<file path="config.mk">
export PLATFORM = sky130hd
export DESIGN_NAME = mem_stage_ctrl
export DESIGN_NICKNAME = d
export VERILOG_FILES = /design/src/rtl/mem_stage_ctrl.sv
export SDC_FILE = /design/constraint.sdc
export NUM_CORES = 1
export LEC_CHECK = 0
export CORE_MARGIN = 10
export CORE_UTILIZATION = 49
export DETAILED_ROUTE_END_ITERATION = 6
export GPL_ROUTABILITY_DRIVEN = 0
export PLACE_DENSITY = 0.86
export SLEW_MARGIN = 25
export SYNTH_ARGS = -nofsm -noshare
export SYNTH_HDL_FRONTEND = slang
export SYNTH_SLANG_ARGS = --single-unit
</file>
<file path="constraint.sdc">
create_clock -name clk -period 5.6 [get_ports clk]
set_input_delay 1.4 -clock clk [delete_from_list [all_inputs] [get_ports clk]]
set_output_delay 1.4 -clock clk [all_outputs]
set_load 0.02 [all_outputs]
</file>
<file path="src/rtl/mem_stage_ctrl.sv">
// mem_stage_ctrl: LC-3b MEM-stage sequencer for word, byte and indirect loads/stores.
// Runs the memory handshake, stalls the pipeline, and returns aligned load data.
module mem_stage_ctrl #(
    parameter int unsigned MAX_WAIT = 0
) (
    input  logic        clk,
    input  logic        reset_n,
    input  logic        req_valid,
    input  logic [3:0]  opcode,
    input  logic [15:0] addr,
    input  logic [15:0] src_data,
    output logic        stall,
    output logic        done,
    output logic [15:0] load_data,
    output logic        err,
    output logic [15:0] mem_address,
    output logic        mem_read,
    output logic        mem_write,
    output logic [1:0]  mem_byte_enable,
    output logic [15:0] mem_wdata,
    input  logic [15:0] mem_rdata,
    input  logic        mem_resp
);

    localparam int unsigned WAIT_W = 16;

    localparam logic [3:0] OP_LDB = 4'b0010;
    localparam logic [3:0] OP_LDR = 4'b0110;
    localparam logic [3:0] OP_LDI = 4'b1010;
    localparam logic [3:0] OP_STB = 4'b0011;
    localparam logic [3:0] OP_STR = 4'b0111;
    localparam logic [3:0] OP_STI = 4'b1011;

    localparam logic              TIMEOUT_EN = (MAX_WAIT != 0);
    localparam logic [WAIT_W-1:0] WAIT_LAST  = WAIT_W'((MAX_WAIT > 0) ? (MAX_WAIT - 1) : 0);

    typedef enum logic [1:0] {
        S_IDLE   = 2'd0,
        S_PTR_RD = 2'd1,
        S_ACCESS = 2'd2,
        S_DONE   = 2'd3
    } state_e;

    function automatic logic is_read(input logic [3:0] op);
        return (op == OP_LDB) || (op == OP_LDR) || (op == OP_LDI);
    endfunction

    function automatic logic is_write(input logic [3:0] op);
        return (op == OP_STB) || (op == OP_STR) || (op == OP_STI);
    endfunction

    function automatic logic is_indirect(input logic [3:0] op);
        return (op == OP_LDI) || (op == OP_STI);
    endfunction

    state_e            state_q, state_d;
    logic [3:0]        op_q, op_d;
    logic [15:0]       addr_q, addr_d;
    logic [15:0]       src_q, src_d;
    logic [15:0]       ptr_q, ptr_d;
    logic [15:0]       load_q, load_d;
    logic [WAIT_W-1:0] wait_q, wait_d;
    logic              err_q, err_d;

    logic              access_c;
    logic              timeout_c;
    logic [7:0]        lane_c;
    logic [15:0]       rdata_fmt_c;

    assign access_c  = req_valid && (is_read(opcode) || is_write(opcode));
    assign timeout_c = TIMEOUT_EN && (wait_q == WAIT_LAST);

    // Load formatting: byte loads pick the lane by address bit 0 and sign-extend.
    always_comb begin
        lane_c      = addr_q[0] ? mem_rdata[15:8] : mem_rdata[7:0];
        rdata_fmt_c = (op_q == OP_LDB) ? {{8{lane_c[7]}}, lane_c} : mem_rdata;
    end

    // Next-state logic: access sequencing, wait counter and result capture.
    always_comb begin
        state_d = state_q;
        op_d    = op_q;
        addr_d  = addr_q;
        src_d   = src_q;
        ptr_d   = ptr_q;
        load_d  = load_q;
        wait_d  = wait_q;
        err_d   = 1'b0;
        stall   = 1'b0;

        case (state_q)
            S_IDLE: begin
                if (access_c) begin
                    stall   = 1'b1;
                    op_d    = opcode;
                    addr_d  = addr;
                    src_d   = src_data;
                    wait_d  = '0;
                    state_d = is_indirect(opcode) ? S_PTR_RD : S_ACCESS;
                end
            end
            S_PTR_RD: begin
                stall = 1'b1;
                if (mem_resp) begin
                    ptr_d   = mem_rdata;
                    wait_d  = '0;
                    state_d = S_ACCESS;
                end else if (timeout_c) begin
                    err_d   = 1'b1;
                    wait_d  = '0;
                    state_d = S_DONE;
                end else if (wait_q != '1) begin
                    wait_d = wait_q + 1'b1;
                end
            end
            S_ACCESS: begin
                stall = 1'b1;
                if (mem_resp) begin
                    if (is_read(op_q)) begin
                        load_d = rdata_fmt_c;
                    end
                    wait_d  = '0;
                    state_d = S_DONE;
                end else if (timeout_c) begin
                    err_d   = 1'b1;
                    wait_d  = '0;
                    state_d = S_DONE;
                end else if (wait_q != '1) begin
                    wait_d = wait_q + 1'b1;
                end
            end
            S_DONE: begin
                wait_d  = '0;
                state_d = S_IDLE;
            end
            default: begin
                state_d = S_IDLE;
            end
        endcase
    end

    // Memory interface decode from the registered state and access fields.
    always_comb begin
        mem_read        = 1'b0;
        mem_write       = 1'b0;
        mem_address     = {addr_q[15:1], 1'b0};
        mem_byte_enable = 2'b11;
        mem_wdata       = '0;

        case (state_q)
            S_PTR_RD: begin
                mem_read = 1'b1;
            end
            S_ACCESS: begin
                if (is_indirect(op_q)) begin
                    mem_address = {ptr_q[15:1], 1'b0};
                end
                if (is_write(op_q)) begin
                    mem_write = 1'b1;
                    if (op_q == OP_STB) begin
                        mem_wdata       = {src_q[7:0], src_q[7:0]};
                        mem_byte_enable = addr_q[0] ? 2'b10 : 2'b01;
                    end else begin
                        mem_wdata = src_q;
                    end
                end else begin
                    mem_read = 1'b1;
                end
            end
            default: begin
            end
        endcase
    end

    assign done      = (state_q == S_DONE);
    assign err       = err_q;
    assign load_data = load_q;

    // State and access-field registers with synchronous active-low reset.
    always_ff @(posedge clk) begin
        if (!reset_n) begin
            state_q <= S_IDLE;
            op_q    <= '0;
            addr_q  <= '0;
            src_q   <= '0;
            ptr_q   <= '0;
            load_q  <= '0;
            wait_q  <= '0;
            err_q   <= 1'b0;
        end else begin
            state_q <= state_d;
            op_q    <= op_d;
            addr_q  <= addr_d;
            src_q   <= src_d;
            ptr_q   <= ptr_d;
            load_q  <= load_d;
            wait_q  <= wait_d;
            err_q   <= err_d;
        end
    end

endmodule

</file>
# ---- After elaboration in Yosys (flattened, before gate mapping)
# Index checks and enable logic that the tools add are counted.
dict set report op_classes {
  div_mod_pow 0
  bitwise_logic 0
  eq_ne 18
  add_sub_neg 0
  multipliers 0
  n_reduce_logical 18
  n_lt_le_gt_ge 0
  mux 22
  shift 0
}
# op count
set op_table {}
lappend op_table {{$mux W16} 6}
lappend op_table {{$eq A4 B2 Y1 const B} 4}
lappend op_table {{$eq A4 B3 Y1 const B} 4}
lappend op_table {{$eq A4 B4 Y1 const B} 4}
lappend op_table {{$mux W2} 8}
lappend op_table {{$logic_or A1 B1 Y1} 11}
lappend op_table {{$mux W8} 1}
lappend op_table {{$pmux W2 S4} 1}
lappend op_table {{$ne A2 B2 Y1 const B} 3}
lappend op_table {{$reduce_and A3 Y1} 2}
lappend op_table {{$eq A2 B2 Y1 const B} 2}
lappend op_table {{$mux W1} 4}
lappend op_table {{$pmux W1 S2} 2}
lappend op_table {{$reduce_and A2 Y1} 2}
lappend op_table {{$eq A2 B1 Y1 const B} 1}
lappend op_table {{$logic_not A2 Y1} 1}
lappend op_table {{$reduce_or A2 Y1} 1}
lappend op_table {{$logic_and A1 B1 Y1} 1}
dict set report word_totals {
  ramBits 0
  word_cells 64
  mem_bits_ro 0
  latchBits 0
  inputBits 56
  n_memories 0
  out_inout_bits 55
  register_bits 70
}

# ---- Longest topological paths before layout
# Gate-level depths: netlist of run 1.
dict set report depth {
  depth_word 7
  mapped_depth 8
  depth_no_buf 6
}

# ---- Worst setup path before layout of run 1
# No wires, ideal clock.
dict set report synth_timing {
  kind {input port to output port}
  start {input opcode[2]}
  end {output stall}
  t_arrival_ps 2336
  path_stages 6
  n_path_buf 2
  path_slack_ps 1864
  required_ps 4200
  cell_sequence {nand2_1 > and4_1 > buf_2 > buf_2 > nor2_1 > nor2_1}
}
dict set report synth_via {
  elab_chain_cells 7
  word_cells_on_any_way 14
}
# element line
set synth_lines {}
lappend synth_lines {{start: declaration} 9} ;# input logic [3:0] opcode,
lappend synth_lines {{$eq A4 B2 Y1 (tied with other cells)} 45} ;# return (op == OP_LDB) || (op == OP_LDR) || (op == OP_LDI);
lappend synth_lines {{$logic_or A1 B1 Y1 (on tied branches) (2 in a row)} {45, 49}}
lappend synth_lines {{$logic_or A1 B1 Y1 *} 70} ;# assign access_c = req_valid && (is_read(opcode) || is_write(opcode));
lappend synth_lines {{$logic_and A1 B1 Y1 *} 70}
lappend synth_lines {{$mux W1 *} 93} ;# if (access_c) begin
lappend synth_lines {{$pmux W1 S2 *} 91} ;# case (state_q)
lappend synth_lines {{end: declaration} 12} ;# output logic stall,
# Mark *: on every way between the ends. The rest lies on a longest branch, timed or not.

# ---- Final worst setup path of run 1
dict set report layout_timing {
  start {input opcode[3]}
  end {output stall}
}
# Same word-level chain as after synthesis.

==> results of run 1 <==
## how the worst max path moves through the flow
| stage | from | end | slack [ps] |
|---|---|---|---|
| floorplan | opcode[2] | stall | 1860 |
| global placement | opcode[3] | stall | 1290 |
| detailed placement | opcode[3] | stall | 1260 |
| CTS | opcode[3] | stall | 1260 |
| global route | opcode[3] | stall | 1190 |
| finish | opcode[3] | stall | 1270 |
## layer usage
layer  global-route usage [%]  vias to the layer above
met5                        0                        -
met3                     6.26                       13
met4                     5.39                        0
li1                         -                     1465
met1                     19.4                     1343
met2                     31.9                       63
## final cells by class
| class | instances | area (µm²) |
|---|---|---|
| clock buffers | 10 | 128 |
| clock inverters | 6 | 63.8 |
| fillers | 520 | 1930 |
| inverters | 5 | 18.8 |
| multi-input cells | 277 | 1710 |
| flip-flops and latches | 69 | 1380 |
| well taps | 77 | 96.3 |
| repair buffers | 111 | 1100 |
## per-stage QoR
step / instance area (µm²) / util [%] / power, W / setup WS, ps / hold WS, ps
2_1_floorplan: 3280 / - / 0.000820 / 1860 / 439
3_3_place_gp: 4300 / 67.0 / 0.000950 / 1290 / 447
3_5_place_dp: 4300 / 67.0 / 0.000963 / 1260 / 457
4_1_cts: 4490 / 69.9 / 0.00136 / 1260 / 468
5_1_grt: 4490 / 69.9 / 0.00143 / 1190 / 479
6_report: 4490 / 69.9 / 0.00135 / 1270 / 463
## registers in the layout, indices dropped and copies added (netlist names)
name       count
state_q        2
src_q         16
op_q           4
ptr_q         15
load_data     16
addr_q        16
## cell families (layout without fill, tap and decap cells)
kind of cell             count (synthesis)  count (layout)  synth area share [%]
AND/OR/NAND/NOR                        147             147                  20.5
AO/OA/AOI/OAI                           93              93                  19.8
flip-flops                              69              69                  42.2
buffers and inverters                   33             132                  5.81
multiplexers                            30              30                  9.75
adder cells (fa/ha/maj)                  5               5                  1.91
other                                    1               2                 0.115
## power by group through the flow
stage | Combinational, W | Clock [W] | Sequential, W
4_1_cts | 0.000380 | 0.000405 | 0.000574
5_1_grt | 0.000417 | 0.000427 | 0.000581
3_3_place_gp | 0.000368 | 0 | 0.000582
3_5_place_dp | 0.000378 | 0 | 0.000585
2_1_floorplan | 0.000243 | 0 | 0.000577
6_report | 0.000379 | 0.000398 | 0.000573
## cell usage in the layout (no fill, tap or decap), drive strengths merged
cell / n
nand4b: 2
o22ai: 9
nor4b: 1
o31ai: 1
o311a: 1
ha: 5
inv: 5
conb: 2
o211ai: 2
and4bb: 1
nand3: 1
nor2: 12
bufinv: 1
clkinvlp: 2
nand3b: 1
buf: 4
nor2b: 1
nand4: 2
o32ai: 1
clkinv: 3
mux2i: 15
a21oi: 7
dfxtp: 69
o21ai: 18
and4: 2
and2: 9
mux2: 15
clkbuf: 10
nand2: 115
o21a: 2
a21boi: 50
a31oi: 2
clkdlybuf4s50: 107
## worst reg2reg max path, delay by kind of cell, from the launching register on
| kind | cells | cell delay [ps] |
|---|---|---|
| DFF | 1 | 330 |
| adders and majority gates | 1 | 370 |
| AOI/OAI and AO/OA | 1 | 230 |
| and+or+nand+nor | 2 | 710 |
| buffers and inverters | 1 | 120 |
==> impl_metrics.json, run 1 <==
{
  "status": "complete, no violations",
  "cts_resized": 0,
  "place_hpwl_um": 6830,
  "seq_area_frac_synth_pct": 42.2,
  "yosysMostFrequentCell": "nand2_1",
  "crit_path_start_kind": "input port",
  "final_nets": 534,
  "min_from": "addr_q[9]",
  "first_global_vias": 3004,
  "drt-total-wl_um": 9190,
  "finalHoldViolCount": 0,
  "ant_nets": 0,
  "power.density_nw_per_um2": 301,
  "antenna_found_initial": 0,
  "swShare_pct": 32.7,
  "cts-hold-fix-buffers": 0,
  "row_count": 29,
  "root_buffer": "clkbuf_8",
  "required_ps": 4200,
  "overflow": 0,
  "critPathKind": "input port to output port",
  "tns_ps": 0,
  "hp-class": "flop to flop",
  "rr_startpoint": "state_q[0]",
  "cts_tree": "yes",
  "htreeDepth": 3,
  "clkSinkCount": 69,
  "p_leak_nw": 1.66,
  "comb_power_share_pct": 28.1,
  "synth_top_area_share_pct": 42.2,
  "routedWlPerCell_um": 16.6,
  "clock_path_buffers": 2,
  "whs_path_depth": 2,
  "clock-skew-final_ps": 7.72,
  "die_area_um2": 10300,
  "syn2layout_area_growth_pct": 37.2,
  "route.top_layer_used": "met4",
  "slowest_stage": "clkdlybuf4s50_1",
  "via_count": 2884,
  "critPathBufInv": 2,
  "r2r_cells": 5,
  "power_frac_seq_pct": 42.5,
  "grt_max_degree": 40,
  "cts_buffers": 9,
  "synth_warnings": 0,
  "grt_pass1_wl_um": 14800,
  "wl_met2_um": 4780,
  "io_buffer_count": 108,
  "ys_top_cells_by_count": "111 x nand2_1, 69 x dfxtp_1, 50 x a21boi_0, 15 x mux2i_1",
  "synth-seq-cells": 69,
  "num_io_pins": 111,
  "p_sw_w": 0.000442,
  "max-slew-margin-rel_pct": 61.7,
  "layout-drive-gt1-share_pct": 9.83,
  "synthArstFlopShare_pct": 0,
  "dp_cells": 539,
  "clk_pin_slew_ps": 80,
  "cp.depth": 6,
  "drc": 0,
  "slew_viol_final": 0,
  "m1WireLength_um": 3740,
  "dr_wl_met3_um": 527,
  "avgSynthCellArea_um2": 8.66,
  "cp-end-kind": "output port",
  "dieHeight_um": 102,
  "arrival_ps": 2930,
  "drtPass1Iterations": 4,
  "diodes": 0,
  "worst-r2r-setup-slack_ps": 3770,
  "cts_setup_buffers": 0,
  "synthFlopType": "dfxtp_1",
  "synth_cells": 378,
  "core_um2": 6420,
  "start_util_pct": 51.0,
  "synth-edff-count": 0,
  "die_w_um": 102,
  "rsz0062_at_grt": "no",
  "cpPeakStageDelay_ps": 620,
  "hold_end": "addr_q[9]",
  "internal_power_w": 0.000909,
  "fin_crit_ps": 4330,
  "crit_family": "buffers and inverters",
  "insertion_delay_ps": 350,
  "final_cells": 555,
  "finalCritPeriodShare_pct": 77.4,
  "yosysUniqueCellTypes": 40,
  "worst_slew_pin_slew_ps": 573,
  "ys_top_cells_by_area": "dfxtp_1 42%, nand2_1 13%, a21boi_0 11%",
  "syn-cell-area_um2": 3270,
  "cp_max_fo": 3,
  "worstReg2RegEnd": "load_data[14]",
  "drv_cap": 0,
  "drtIter0Drc": 173,
  "fmax_ghz": 0.231,
  "clkPwrFrac_pct": 29.5,
  "viasPerCell": 5.20,
  "synth_top_area_cell": "dfxtp_1",
  "track_usage_pct": 17.9,
  "peakVddDrop_uv": 207,
  "crit_path_cell_trace": "clkdlybuf4s50_1, nand2_1, and4_1, nor2_1, nor2_1, clkdlybuf4s50_1",
  "setup_viol": 0
}
(Power assumes the default switching activity.)
==> inputs of run 2 (changes only) <==
--- a/config.mk
+++ b/config.mk
@@ -6,10 +6,10 @@
 export NUM_CORES = 1
 export LEC_CHECK = 0
 export CORE_MARGIN = 10
-export CORE_UTILIZATION = 49
+export CORE_UTILIZATION = 41
 export DETAILED_ROUTE_END_ITERATION = 6
 export GPL_ROUTABILITY_DRIVEN = 0
-export PLACE_DENSITY = 0.86
+export PLACE_DENSITY = 0.77
 export SLEW_MARGIN = 25
 export SYNTH_ARGS = -nofsm -noshare
 export SYNTH_HDL_FRONTEND = slang
==> constraint.sdc (replaced) <==
create_clock -name clk -period 3.8 [get_ports clk]
set_input_delay 0.95 -clock clk [delete_from_list [all_inputs] [get_ports clk]]
set_output_delay 0.95 -clock clk [all_outputs]
set_load 0.02 [all_outputs]
==> impl_metrics.json, run 2 (synthesis gave the netlist of run 1 again) <==
{
  "cts-hold-fix-buffers": 0,
  "clk_pin_slew_ps": 70,
  "power_w": 0.00197,
  "hold_end": "addr_q[4]",
  "first_global_vias": 2920,
  "max-slew-margin-rel_pct": 51.5,
  "drv_cap": 0,
  "seq_area_um2": 1380,
  "required_ps": 2850,
  "dr_wl_met3_um": 464,
  "finalCritPeriodShare_pct": 92.7,
  "p_leak_nw": 1.66,
  "hp-class": "flop to flop",
  "slowest_stage": "clkdlybuf4s50_1",
  "tns_ps": 0,
  "min_from": "addr_q[4]",
  "antenna_found_initial": 0,
  "num_io_pins": 111,
  "final_cell_mix": "111 x nand2_1, 107 x clkdlybuf4s50_1, 69 x dfxtp_1",
  "worst-r2r-setup-slack_ps": 1950,
  "arrival_ps": 2570,
  "peakVddDrop_uv": 246,
  "crit_top_cell": "inv_1",
  "fin_crit_ps": 3520,
  "die_w_um": 109,
  "die_area_um2": 12000,
  "cts_setup_buffers": 0,
  "worst_slew_pin_slew_ps": 728,
  "cts_resized": 0,
  "critPathKind": "flop to output port",
  "dieHeight_um": 109,
  "routedWlPerCell_um": 16.5,
  "cts_tree": "yes",
  "drtIter0Drc": 109,
  "fmax_ghz": 0.284,
  "htreeDepth": 3,
  "wl_met2_um": 4730,
  "whs_path_depth": 2,
  "core_um2": 7730,
  "r2r_cells": 5,
  "cp-end-kind": "output port",
  "ant_nets": 0,
  "root_buffer": "clkbuf_8",
  "via_count": 2893,
  "rsz0062_at_grt": "no",
  "row_count": 32,
  "multi_input_area_um2": 1710,
  "cts_buffers": 9,
  "drt-total-wl_um": 9570,
  "clock-skew-final_ps": 7.58,
  "rr_startpoint": "state_q[0]",
  "diodes": 0,
  "insertion_delay_ps": 340,
  "clkSinkCount": 69,
  "track_usage_pct": 16.0,
  "fillers": 690,
  "crit_path_start_kind": "flop",
  "final_nets": 535,
  "setup_viol": 0,
  "slew_viol_final": 0,
  "m1WireLength_um": 4210,
  "viasPerCell": 4.99,
  "syn2layout_area_growth_pct": 38.1,
  "worstReg2RegEnd": "load_data[11]",
  "grt_pass1_wl_um": 15200,
  "clock_path_buffers": 2,
  "power.density_nw_per_um2": 436,
  "status": "complete, no violations",
  "start_util_pct": 42.4,
  "cpPeakStageDelay_ps": 620,
  "drc": 0,
  "overflow": 0,
  "finalHoldViolCount": 0,
  "place_hpwl_um": 7090,
  "drtPass1Iterations": 4,
  "grt_max_degree": 43,
  "cp_max_fo": 9,
  "layout-drive-gt1-share_pct": 9.83,
  "crit_path_cell_trace": "inv_1, ha_1, nand4_2, inv_1, and2_1, clkdlybuf4s50_1",
  "route.top_layer_used": "met4",
  "final_common_cell": "nand2_1",
  "io_buffer_count": 108
}
run 2: cell types whose count changed in the layout (fill, tap and decap cells not counted), sizes merged:
| cell | delta |
|---|---|
| buf | +1 |
| clkinvlp | -1 |
run 2: metrics by stage:
| stage | utilization, % | setup slack, ps | hold WS, ps | cells | area [µm²] |
|---|---|---|---|---|---|
| detailed placement | 56.2 | 353 | 458 | 565 | 4340 |
| CTS | 58.5 | 263 | 469 | 580 | 4520 |
| finish | 58.5 | 279 | 463 | 580 | 4520 |
| global placement | 56.2 | 392 | 447 | 565 | 4340 |
| global route | 58.5 | 142 | 487 | 580 | 4520 |
| floorplan | - | 964 | 439 | 379 | 3280 |
run 2: final cells by class:
class	instances	share of cell area [%]
clock buffer	10	2.82
clock inverter	5	1.16
inverter	5	0.415
multi-input combinational	277	37.7
sequential	69	30.6
tap	102	2.82
timing repair buffer	112	24.5
run 2: worst max-delay path by stage:
| stage | start | endpoint | cells after the start |
|---|---|---|---|
| 2_1_floorplan | opcode[2] | stall | 6 |
| 3_3_place_gp | opcode[3] | stall | 6 |
| 3_5_place_dp | opcode[2] | stall | 6 |
| 4_1_cts | state_q[0] | mem_wdata[6] | 6 |
| 5_1_grt | state_q[0] | mem_wdata[6] | 6 |
| 6_report | state_q[0] | mem_wdata[6] | 6 |
run 2: layer usage:
metal  vias to the layer above  GRT usage, %
li1                       1460             -
met1                      1349          19.5
met2                        73          26.9
met3                        11          3.45
met4                         0          6.13
met5                         -             0
run 2: power breakdown:
part           internal [W]  switching [W]
combinational      0.000245       0.000314
sequential         0.000794      0.0000528
clock              0.000296       0.000271
total               0.00133       0.000637
run 2: worst max-delay path, delay by kind of cell, from the launching register on:
family / cells / cell delay [ps]
buffers and inverters: 3 / 1040
and+or+nand+nor: 2 / 490
adders and majority gates: 1 / 370
DFF: 1 / 330
==> inputs of run 3 (changes only) <==
--- a/config.mk
+++ b/config.mk
@@ -7,8 +7,10 @@
 export LEC_CHECK = 0
 export CORE_MARGIN = 10
 export CORE_UTILIZATION = 41
+export CTS_CLUSTER_DIAMETER = 150
 export DETAILED_ROUTE_END_ITERATION = 6
 export GPL_ROUTABILITY_DRIVEN = 0
+export GPL_TIMING_DRIVEN = 1
 export PLACE_DENSITY = 0.77
 export SLEW_MARGIN = 25
 export SYNTH_ARGS = -nofsm -noshare
==> results of run 3 <==
No change in the layout: final DEF, timing and power equal those of run 2.
